**src/rtl/id_ex_stage.sv**
```systemverilog
`default_nettype none
// +----------------------------------------------------------------------------+
// | Module      : id_ex_stage                                                  |
// | Description : RV32I ID/EX pipeline latch with WB->ID bypass, load-use      |
// |               stall/bubble, branch flush and saturating event counters.    |
// | Revision    : 1.0 - initial release                                        |
// +----------------------------------------------------------------------------+
module id_ex_stage #(
   parameter int CTRL_W = 8,
   parameter int CNT_W  = 16
) (
   input  logic              clk,
   input  logic              rst,
   input  logic              id_valid,
   input  logic [31:0]       id_pc,
   input  logic [4:0]        id_rs1,
   input  logic [4:0]        id_rs2,
   input  logic [4:0]        id_rd,
   input  logic [31:0]       id_imm,
   input  logic              id_mem_read,
   input  logic              id_reg_write,
   input  logic [CTRL_W-1:0] id_ctrl,
   input  logic [31:0]       rf_data1,
   input  logic [31:0]       rf_data2,
   input  logic              wb_we,
   input  logic [4:0]        wb_rd,
   input  logic [31:0]       wb_data,
   input  logic              flush,
   output logic              stall_if,
   output logic              ex_valid,
   output logic [31:0]       ex_pc,
   output logic [4:0]        ex_rs1,
   output logic [4:0]        ex_rs2,
   output logic [4:0]        ex_rd,
   output logic [31:0]       ex_imm,
   output logic [31:0]       ex_op1,
   output logic [31:0]       ex_op2,
   output logic              ex_mem_read,
   output logic              ex_reg_write,
   output logic [CTRL_W-1:0] ex_ctrl,
   output logic [CNT_W-1:0]  bubble_cnt,
   output logic [CNT_W-1:0]  flush_cnt
);

   localparam logic [CNT_W-1:0] c_cnt_max = '1;
   localparam logic [CNT_W-1:0] c_cnt_one = CNT_W'(1);

   logic              r_valid;
   logic [31:0]       r_pc;
   logic [4:0]        r_rs1;
   logic [4:0]        r_rs2;
   logic [4:0]        r_rd;
   logic [31:0]       r_imm;
   logic [31:0]       r_op1;
   logic [31:0]       r_op2;
   logic              r_mem_read;
   logic              r_reg_write;
   logic [CTRL_W-1:0] r_ctrl;
   logic [CNT_W-1:0]  r_bubble_cnt;
   logic [CNT_W-1:0]  r_flush_cnt;

   logic [31:0]       w_op1;
   logic [31:0]       w_op2;
   logic              w_load_use;
   logic              w_squash;

   // The register file reads combinationally, so a same-cycle WB write must be bypassed here.
   always_comb begin
      w_op1 = rf_data1;
      if (id_rs1 == 5'd0)
         w_op1 = 32'd0;
      else if (wb_we && (wb_rd != 5'd0) && (wb_rd == id_rs1))
         w_op1 = wb_data;
   end

   always_comb begin
      w_op2 = rf_data2;
      if (id_rs2 == 5'd0)
         w_op2 = 32'd0;
      else if (wb_we && (wb_rd != 5'd0) && (wb_rd == id_rs2))
         w_op2 = wb_data;
   end

   assign w_load_use = r_valid && r_mem_read && (r_rd != 5'd0) && id_valid &&
                       ((r_rd == id_rs1) || (r_rd == id_rs2));
   assign w_squash   = flush || w_load_use;
   assign stall_if   = w_load_use && !flush;

   always_ff @(posedge clk) begin
      if (!rst) begin
         r_valid      <= 1'b0;
         r_pc         <= 32'd0;
         r_rs1        <= 5'd0;
         r_rs2        <= 5'd0;
         r_rd         <= 5'd0;
         r_imm        <= 32'd0;
         r_op1        <= 32'd0;
         r_op2        <= 32'd0;
         r_mem_read   <= 1'b0;
         r_reg_write  <= 1'b0;
         r_ctrl       <= '0;
         r_bubble_cnt <= '0;
         r_flush_cnt  <= '0;
      end else begin
         if (w_squash) begin
            // Bubble: every field zeroed so EX sees a clean NOP.
            r_valid     <= 1'b0;
            r_pc        <= 32'd0;
            r_rs1       <= 5'd0;
            r_rs2       <= 5'd0;
            r_rd        <= 5'd0;
            r_imm       <= 32'd0;
            r_op1       <= 32'd0;
            r_op2       <= 32'd0;
            r_mem_read  <= 1'b0;
            r_reg_write <= 1'b0;
            r_ctrl      <= '0;
         end else begin
            r_valid     <= id_valid;
            r_pc        <= id_pc;
            r_rs1       <= id_rs1;
            r_rs2       <= id_rs2;
            r_rd        <= id_rd;
            r_imm       <= id_imm;
            r_op1       <= w_op1;
            r_op2       <= w_op2;
            r_mem_read  <= id_mem_read;
            r_reg_write <= id_reg_write;
            r_ctrl      <= id_ctrl;
         end

         // A flush that coincides with a load-use hazard is accounted as a flush only.
         if (flush) begin
            if (r_flush_cnt != c_cnt_max)
               r_flush_cnt <= r_flush_cnt + c_cnt_one;
         end else if (w_load_use) begin
            if (r_bubble_cnt != c_cnt_max)
               r_bubble_cnt <= r_bubble_cnt + c_cnt_one;
         end
      end
   end

   assign ex_valid     = r_valid;
   assign ex_pc        = r_pc;
   assign ex_rs1       = r_rs1;
   assign ex_rs2       = r_rs2;
   assign ex_rd        = r_rd;
   assign ex_imm       = r_imm;
   assign ex_op1       = r_op1;
   assign ex_op2       = r_op2;
   assign ex_mem_read  = r_mem_read;
   assign ex_reg_write = r_reg_write;
   assign ex_ctrl      = r_ctrl;
   assign bubble_cnt   = r_bubble_cnt;
   assign flush_cnt    = r_flush_cnt;

endmodule
`default_nettype wire
```
**config.mk**
```make
export PLATFORM = sky130hd
export DESIGN_NAME = id_ex_stage
export DESIGN_NICKNAME = d
export VERILOG_FILES = /design/src/rtl/id_ex_stage.sv
export SDC_FILE = /design/constraint.sdc
export NUM_CORES = 1
export LEC_CHECK = 0
export BUFFER_PORTS_ARGS = -buffer_cell sky130_fd_sc_hd__buf_2
export CORE_AREA = 2 2 148 150
export CTS_CLUSTER_DIAMETER = 60
export DETAILED_ROUTE_END_ITERATION = 7
export DIE_AREA = 0 0 150 152
export GPL_ROUTABILITY_DRIVEN = 1
export PLACE_DENSITY = 0.66
export SKIP_CTS_REPAIR_TIMING = 1
export SLEW_MARGIN = 40
export SYNTH_ARGS = -nofsm -noshare
export SYNTH_HDL_FRONTEND = slang
export SYNTH_SLANG_ARGS = --single-unit
```
**constraint.sdc**
```tcl
create_clock -name clk -period 2.8 [get_ports clk]
set_clock_uncertainty 0.1 [all_clocks]
set_input_delay 0.14 -clock clk [delete_from_list [all_inputs] [get_ports clk]]
set_output_delay 0.14 -clock clk [all_outputs]
set_load 0.05 [all_outputs]
```
* Yosys cells after proc, flatten, opt, wreduce, memory -nomap -nowiden
Index checks and enable logic that the tools add are counted.
** Word-level totals
- Memories kept :: 0
- Latch bits :: 0
- RAM bits :: 0
- Memory bits (read-only) :: 0
- Register bits after elaboration :: 186
- Input port bits :: 195
- Logic and storage cells :: 45
** Cells by class
- $mul :: 0
- $lt $le $gt $ge :: 0
- Bitwise operators :: 2
- Add/subtract/negate cells :: 2
- Reductions and logical operators :: 20
- Equality and inequality tests :: 6
- Divide/modulo/power cells :: 0
- Shift operators :: 0
- Mux-type cells :: 2
** Operators by type and width (count)
- $mux 32 :: 2
- $add 16x1->16 const B :: 2
- $ne 16x16->1 const B :: 2
- $eq 5x5->1 :: 4
- $logic_not 5->1 :: 2
- $reduce_bool 5->1 :: 2
- $logic_and 1x1->1 :: 8
- $reduce_or 3->1 :: 2
- $reduce_and 3->1 :: 1
- $logic_or 1x1->1 :: 2
- $not 1->1 :: 2
- $reduce_and 2->1 :: 1
- $reduce_or 2->1 :: 1
- $logic_not 1->1 :: 1

* Depth between registers and ports, before layout
Gate-level depths: netlist (run 1).
- Depth after elaboration :: 6
- Gate-level depth with buffers :: 8
- Mapped depth without buffers :: 7

* Worst setup path after synthesis (run 1)
Ideal clock, no wire load.
- Path type :: register to register
- Start point :: register r_rd[3], in the netlist ex_rd[3]
- End point :: register r_bubble_cnt[10], in the netlist bubble_cnt[10]
- Stages on the path, launching flop included :: 7
- Library setup time :: 0.072 ns
- Path buffers :: 0
- Required time :: 2.628 ns
- Slack :: 0.497 ns
- Arrival time :: 2.131 ns
- Path through :: dfxtp_1 > xor2_1 > nor3_2 > a22oi_2 > or3_4 > or4_1 > a21oi_1
** On the way
- Longest elaborated chain between the ends :: 5
- Elaborated cells on any way between the ends :: 8
- Those cells by class :: eq/ne (2); reduce/logical (6)
** Ends and longest elaborated chain
- start, declared :: RTL line 52 : logic [4:0] r_rd;
- start signal, assigned :: RTL line 123 : r_rd <= id_rd;
- $reduce_bool 5->1 :: RTL line 84 : assign w_load_use = r_valid && r_mem_read && (r_rd != 5'd0) && id_valid &&
- $logic_and 1x1->1 (2 in a row) :: RTL line 84
- $logic_and 1x1->1 (*) :: RTL line 84
- $reduce_and 3->1 (no line) (*)
- end signal, assigned :: RTL line 138 : r_bubble_cnt <= r_bubble_cnt + c_cnt_one;
- end, declared :: RTL line 59 : logic [CNT_W-1:0] r_bubble_cnt;
Every way passes the cells marked *; elsewhere a longest branch is shown, timed or not.
A chain may end at the register's enable or synchronous reset.

* Worst setup path after layout (run 1)
- Start point :: input id_rs2[0]
- End point :: register r_op2[12], in the netlist ex_op2[12]
** On the way
- Longest elaborated chain between the ends :: 5
- Elaborated cells on any way between the ends :: 9
- Those cells by class :: eq/ne (2); mux (1); reduce/logical (6)
** Ends and longest elaborated chain
- start, declared :: RTL line 17 : input logic [4:0] id_rs2,
- $eq 5x5->1 :: RTL line 85 : ((r_rd == id_rs1) || (r_rd == id_rs2));
- $logic_or 1x1->1 :: RTL line 85
- $logic_and 1x1->1 :: RTL line 84
- $logic_or 1x1->1 :: RTL line 86 : assign w_squash = flush || w_load_use;
- $reduce_or 3->1 (no line)
- end signal, assigned :: RTL line 126 : r_op2 <= w_op2;
- end, declared :: RTL line 55 : logic [31:0] r_op2;
Several ways; a longest one is shown, not always the timed one.

==> flow_results.org, run 1 <==
** Global routing
- Global-route wire length before repair :: 29200 microns
- Via count of the first global-routing pass :: 5609
- Grt total ovfl :: 0
- Overall fraction of global-route tracks in use :: 0.165
- Initial antenna violation count :: 1
- Entering global routing, the biggest net connects 54 pins.

** Timing
- The number of hold-slack violations in the final timing report came to 0.
- Max transition margin :: 0.585
- Share of the clock period used by the worst path after layout :: 0.977
- Number of max-slew violations in the final report :: 0
- Once routing completed, OpenROAD measured the worst setup slack at 0.0641 ns.
- The clock period could shrink to 2.74 ns.
- Hold is met by 0.0518 ns.
- Fmax :: 0.366 GHz
- Count of endpoints failing setup in the final report :: 0
- For the pin with the worst max-slew slack, the measured transition is 0.622 ns.

** Logic synthesis
- Number of enable-type register cells in the synthesized netlist :: 0
- Synthesis produced a netlist whose cell count is 614.
- Post-synthesis sequential area ratio :: 0.574
- The Yosys step of the flow raised 0 warnings.
- Of the total synthesized cell area, the portion taken by full adders, half adders and majority gates is 0.00386.
- Top-area cell type share of the netlist area :: 0.574
- The synthesized design contains 186 register bits.
- In this run the mean area of a mapped cell was 10.6 sq um.
- Combinational family with the most area after synthesis :: simple AND/OR/NAND/NOR gates
- The synthesized design spends more area on one cell type than any other, namely dfxtp_1.
- Mux contribution to synthesized area :: 0.113
- Counting every net in the synthesized netlist gives 811.
- Counting distinct cell types in the post-synthesis netlist gives 37.
- Primary FF master, synth :: dfxtp_1
- Simple-gate portion of the synthesized area :: 0.219
- Area fraction in compound gates after synthesis :: 0.0266
- In this run the cell area of the synthesized design comes to 0.00649 sq mm.
- For this run, asynchronously set or reset flops after synthesis account for 0.
- Xor-xnor portion of the synthesized cell area :: 0.0446
- Top area cells in the synthesized netlist :: dfxtp_1 57%, mux2i_1 11%, and2_1 9.3%, nor2_1 4.8%, xor2_1 2.6%

** Clock network
- Clock H-tree levels :: 4
- Worst-skew pair later-pin latency :: 0.42 ns
- Clock net sink count :: 186
- Clock-pin slew was measured on the worst setup and hold paths at 0.07 ns.
- Clock tree synthesis selected as its root buffer the cell clkbuf_16.
- In this run the deepest clock path goes through 2 buffers.
- TritonCTS clock tree :: yes
- Clock buffer count from CTS :: 17

** Floorplanning
- Total Die Area :: 0.0228 sq mm
- For this configuration, the core starts out at a cell density of 0.304.
- I/O pin count :: 382
- The die is 150 microns wide.
- The core region is 0.0214 sq mm.
- After floorplanning, the core was divided into 54 placement rows.
- The floorplan step set the die height to 152 microns.

** Min path
- The worst hold path belongs to the class input pin to flip-flop.

** Pwr
- Net Switching :: 1.84 mW
- The share of total power dissipated in the clock network is 0.382.
- Overall Power :: 6.22 mW
- The internal power of the cells totals 4.39 mW.
- Peak supply drop :: 0.476 mV
- Proportion of power drawn by flip-flops and latches :: 0.445
- Of the total power, the share spent switching nets is 0.295.
- Of the total power, combinational logic draws 0.173.
- Power spread over the standard cell area amounts to 541 mW/mm^2.
- The analysis attributes to cell leakage a power of 5.39 nW.

** Finish
- Final core utilization :: 0.539
- Fill cells in the final layout number 1807.
- Number of standard cells in the layout, taps in and fillers out :: 1510
- In the final design database the tool counted 1413 nets.
- Of the cells placed in the final design, the portion with a size suffix greater than 1 is 0.352.
- Relative to the synthesized area, the layout overhead comes to 77.3%.

** Route
- Detailed-router iteration count before antenna repair :: 4
- Using the TritonRoute via totals, the vias-per-cell ratio works out to 4.54.
- Drt total wl :: 24300 microns
- Via count :: 6853
- After detailed routing, the average wire length per cell comes to 16.1 microns.
- The count of nets left with antenna violations once routing finished came out at 0.
- Detailed-route DRC error count :: 0
- Iteration-0 DRC count of the detailed router :: 327

** Critical path
- The setup path with the least slack is of type input pin to flip-flop.
- Critical path endpoint category :: flip-flop
- At the worst endpoint, the required time is 2.98 ns.
- STA puts the critical path data arrival time at 2.91 ns.
- The worst setup path is launched from an input pin.
- Of all nets on the critical path, the largest fanout is 32.

** Place
- Routability-driven placement finished with a final weighted congestion of 0.781.
- Half-perimeter wire length of the detailed placement result :: 15100 microns
- Number of port buffers :: 381
- Minimum setup slack after placement :: 0.495 ns
- Cell count after placement :: 1258

** Run
- Max-cap violations in this run came to 0.

** Outcome
- Outcome :: finished clean
==> stage by stage <==
step | instance area [sq um] | setup TNS (ns)
floorplan | 6490 | 0
global placement | 8720 | 0
detailed placement | 8720 | 0
CTS | 9300 | 0
global route | 11500 | -0.0326
finish | 11500 | 0
==> path summary, 6_finish.rpt <==
path / from / end / slack (ns) / depth (start not counted)
min reg2reg: bubble_cnt[5] / bubble_cnt[5] / 0.40 / 2
max reg2reg: ex_rd[0] / ex_pc[4] / 0.50 / 6
min: flush / bubble_cnt[12] / 0.05 / 3
max: id_rs2[0] / ex_op2[12] / 0.06 / 9
==> Yosys cell counts, types with 2 or more instances <==
library cell	number
xnor2_1	14
ha_1	2
mux2i_1	73
nor3_2	3
and4_1	4
nand2_1	19
xor2_1	19
nor3_1	2
o31ai_1	4
a31oi_1	2
a21oi_1	7
nand2b_1	7
o21ai_0	8
nand4_1	11
inv_1	3
or3_1	2
nor2_1	83
and3_1	3
clkbuf_1	16
dfxtp_1	186
buf_2	10
nand3b_1	3
and2_1	96
or4_1	7
nand3_1	16
nor4_1	2
nor4_2	2
==> power groups by stage <==
stage / Sequential, mW / Clock, mW / Combinational [mW]
global route: 2.78 / 2.55 / 1.13
global placement: 2.83 / 0 / 0.795
CTS: 2.77 / 2.44 / 0.800
finish: 2.77 / 2.38 / 1.07
detailed placement: 2.83 / 0 / 0.798
floorplan: 3.16 / 0 / 0.165
==> flip-flops by register name, summed over array words and instances (netlist names), 8 cells and up <==
| register | count |
|---|---|
| ex_imm | 32 |
| ex_op1 | 32 |
| ex_op2 | 32 |
| ex_pc | 32 |
| bubble_cnt | 16 |
| flush_cnt | 16 |
| ex_ctrl | 8 |
==> placed cells by master, fill, tap and decap left out, drive strengths merged, types with 8 or more instances in the layout <==
| cell type | n |
|---|---|
| clkinv | 8 |
| nand3 | 16 |
| clkbuf | 17 |
| nand2 | 19 |
| mux2i | 73 |
| inv | 11 |
| nor2 | 83 |
| nand4 | 11 |
| xor2 | 19 |
| buf | 390 |
| and2 | 96 |
| dlygate4sd3 | 219 |
| xnor2 | 14 |
| dfxtp | 186 |
| o21ai | 10 |
==> critical path, cell delays in order <==
cell	delay, ns
dlygate4sd3_1	0.54
buf_2	0.17
xnor2_1	0.15
nand3_1	0.14
nor4_4	0.26
buf_4	0.55
mux2i_1	0.27
dlygate4sd3_1	0.59
nor2_1	0.06
==> final cells by class <==
cell class,instances,area [sq um],share of cell area
Antenna cell,1,2.50,0.000218
Sequential cell,186,3720,0.324
Clock inverter,15,154,0.0134
Inverter,4,15.0,0.00131
Multi-Input combinational cell,398,2660,0.231
Timing Repair Buffer,609,4170,0.362
Clock buffer,17,425,0.0370
Tap cell,280,350,0.0305
==> routing by layer <==
metal | vias to the layer above | GRT usage | part of all wire
met3 | 53 | 0.0595 | 0.080
met1 | 3224 | 0.185 | 0.38
met4 | 0 | 0.0431 | 0.024
li1 | 3254 | - | -
met5 | - | 0 | 0
met2 | 322 | 0.294 | 0.51
==> kinds of logic (layout without fill, tap and decap cells) <==
kind of cell               count (synthesis)  in the layout
DFF                                      186            186
adders and majority gates                  2              2
other                                      0              1
and+or+nand+nor                          263            263
buffers and inverters                     30            645
muxes                                     73             73
xor gates and xnor gates                  33             33
AOI/OAI and AO/OA                         27             27
(Power assumes the default switching activity.)
==> inputs of run 2 (changes only) <==
- CELL_PAD_IN_SITES_DETAIL_PLACEMENT: not set -> 1
- CELL_PAD_IN_SITES_GLOBAL_PLACEMENT: not set -> 2
- CORE_AREA: 2 2 148 150 -> not set
- CORE_MARGIN: not set -> 2
- CORE_UTILIZATION: not set -> 26
- DIE_AREA: 0 0 150 152 -> not set
- PLACE_DENSITY: 0.66 -> 0.9
==> flow_results.org, run 2 (same netlist as run 1, synthesis figures left out) <==
** Clock network
- The clock-pin transition on the worst setup and hold timing paths was 0.08 ns (about the same).
- Worst-skew pair later-pin latency :: 0.43 ns (about the same)
- The worst-case clock buffer depth is 2 (unchanged).
- Clock buffer count from CTS :: 17 (unchanged)
- Root cell of the clock tree :: clkbuf_16
- Clock net sink count :: 186 (unchanged)
- The count of H-tree levels built during CTS came to 4 (unchanged).
- TritonCTS clock tree :: yes

** Pwr
- The overall power after layout came to 6.31 mW (+1.4%).
- The areal power density over the cells came to 546 mW/mm^2 (+0.90%).
- Peak supply drop :: 0.324 mV (-32%)
- Pleak :: 5.38 nW (about the same)

** Critical path
- Worst Path Required :: 3.02 ns (+0.04 ns)
- Worst setup path class :: input pin to flip-flop
- The worst register-to-register path ends at ex_op2[25].
- The worst setup path is captured at a flip-flop.
- The data arrival at the endpoint of the critical path is 3.01 ns (+0.10 ns).
- Logic depth of the worst register-to-register path :: 8 (+2)
- The peak fanout along the critical path is 32 (unchanged).
- The register-to-register setup slack came to 0.46 ns (-0.04 ns).
- Startpoint class of the critical path :: input pin
- Critical register-to-register path startpoint :: ex_rd[0]

** Timing
- Clock period minus worst slack :: 2.79 ns (+0.0526 ns)
- Fmax :: 0.359 GHz (-1.9%)
- The fraction of the cycle the final worst path needs was 0.996 (+0.0188).
- Max transition margin :: 0.576 (-0.00983)
- The measured slew at the worst slew-check pin is 0.637 ns (+0.0148 ns).
- The count of final max-slew check failures came to 0 (unchanged).
- Number of failing hold endpoints at the final stage :: 0 (unchanged)
- Count of endpoints failing setup in the final report :: 0 (unchanged)

** Global routing
- Pin count of the biggest net entering global routing :: 63 (+17%)
- The overall overflow remaining after global route was 0 (unchanged).
- The number of global-route vias before repair came to 5937 (+5.8%).
- The wire length of the first global-routing pass came to 33000 microns (+13%).
- Overall fraction of global-route tracks in use :: 0.164 (-0.000689)
- Initial antenna violation count :: 3 (+2)

** Route
- The total iterations of the first detailed-routing run was 4 (unchanged).
- Vias per inst :: 4.43 (-2.4%)
- Sum of routed wire segments on met1 :: 10800 microns (+16%)
- The antenna violation net count after detailed routing came to 0 (unchanged).
- The overall via count from detail_route came to 6878 (+0.36%).
- The count of unresolved DRC violations after routing was 0 (unchanged).
- The total met2 wirelength after detailed routing came to 16000 microns (+29%).
- Uppermost routed layer :: met4
- Drt total wl :: 29800 microns (+22%)
- The detailed router's first-iteration violation count was 265 (-19%).
- The wire length on met3 came to 2060 microns (+5.7%).
- The average routed wire per standard cell was 19.2 microns (+19%).

** Finish
- P&R area growth vs syn :: 78.1%
- The area taken by multi-input logic gates came to 0.00266 sq mm (unchanged).
- Highest-count cells in the layout ignoring fill and taps :: 381 x buf_2, 218 x dlygate4sd3_1, 186 x dfxtp_1, 96 x and2_1, 83 x nor2_1
- The post-layout utilization of the core is 0.474 (-0.0648).
- Share of final-layout standard cells stronger than drive strength 1 :: 0.351 (-0.00158)
- The total area of sequential cells came to 0.00372 sq mm (unchanged).
- Leaving out fill and tap cells, the most frequent cell in the layout is buf_2.
- The filler cell count in the final layout was 2801 (+55%).
- The net count of the finished layout came to 1410 (-0.21%).

** Floorplanning
- Num rows :: 57 (+5.6%)
- The vertical die dimension was 162 microns (+6.5%).
- The overall die area was 0.0262 sq mm (+15%).
- The total core area came to 0.0244 sq mm (+14%).
- The initial core utilization came to 0.266 (-0.0379).
- I/O pin count :: 382 (unchanged)
- Width of the die :: 162 microns (+8.0%)

** Place
- Half-perimeter wire length of the detailed placement result :: 17500 microns (+16%)
- The number of buffer cells added on primary ports is 381 (unchanged).
- Weighted congestion reported at the end of routability-driven placement :: 0.762 (-2.5%)

** Min path
- The worst hold path terminates at bubble_cnt[12].
- Hold Crit Start :: flush
- Path type of the worst min-delay path :: input pin to flip-flop
- The hold-critical path depth was 3 (unchanged).

** Outcome
- Outcome :: finished clean

** Run
- The number of max-capacitance violations reported came to 0 (unchanged).
## run 2: critical path: stages
cell and delay (ns):
dlygate4sd3_1 0.58, buf_2 0.17, xnor2_1 0.16, nand3_1 0.14
nor4_4 0.26, buf_4 0.54, mux2i_1 0.36, dlygate4sd3_1 0.59
nor2_1 0.05
## run 2: how the worst max path moves through the flow
stage                    from        endpoint  slack, ns  depth (start not counted)
finish              id_rs2[3]      ex_op2[10]       0.01                          9
global route        id_rs2[4]      ex_op2[10]      -0.07                          9
CTS                  ex_rd[2]        stall_if       0.44                          5
detailed placement   ex_rd[0]       ex_op2[3]       0.59                          8
global placement     ex_rd[0]        ex_rd[2]       0.62                          6
floorplan            ex_rd[3]  bubble_cnt[10]       0.50                          6
## run 2: where the power goes
| group | total (mW) | internal (mW) | switching, mW |
|---|---|---|---|
| Combinational | 1.11 | 0.460 | 0.650 |
| Clock | 2.43 | 1.20 | 1.23 |
| Sequential | 2.77 | 2.74 | 0.0346 |
| Total | 6.31 | 4.40 | 1.92 |
## run 2: per-stage QoR
| stage | worst slack (ns) | instance area (sq um) | hold slack (ns) | TNS, ns | cells |
|---|---|---|---|---|---|
| finish | 0.0115 | 11600 | 0.0720 | 0 | 1553 |
| global route | -0.0702 | 11600 | 0.0631 | -0.166 | 1553 |
| CTS | 0.438 | 9360 | -0.226 | 0 | 1332 |
| detailed placement | 0.594 | 8790 | 0.243 | 0 | 1300 |
| global placement | 0.619 | 8790 | 0.239 | 0 | 1300 |
| floorplan | 0.497 | 6490 | 0.162 | 0 | 614 |
## run 2: metal layers
metal  up-vias  GRT usage
li1       3239          -
met1      3307      0.180
met2       282      0.289
met3        50     0.0592
met4         0     0.0660
met5         -          0
## run 2: cell type report
class	count	area share
Inverter	4	0.00130
Clock inverter	14	0.0127
Antenna cell	3	0.000650
Clock buffer	18	0.0371
Tap cell	324	0.0351
Sequential cell	186	0.322
Multi-Input combinational cell	398	0.230
Timing Repair Buffer	606	0.361
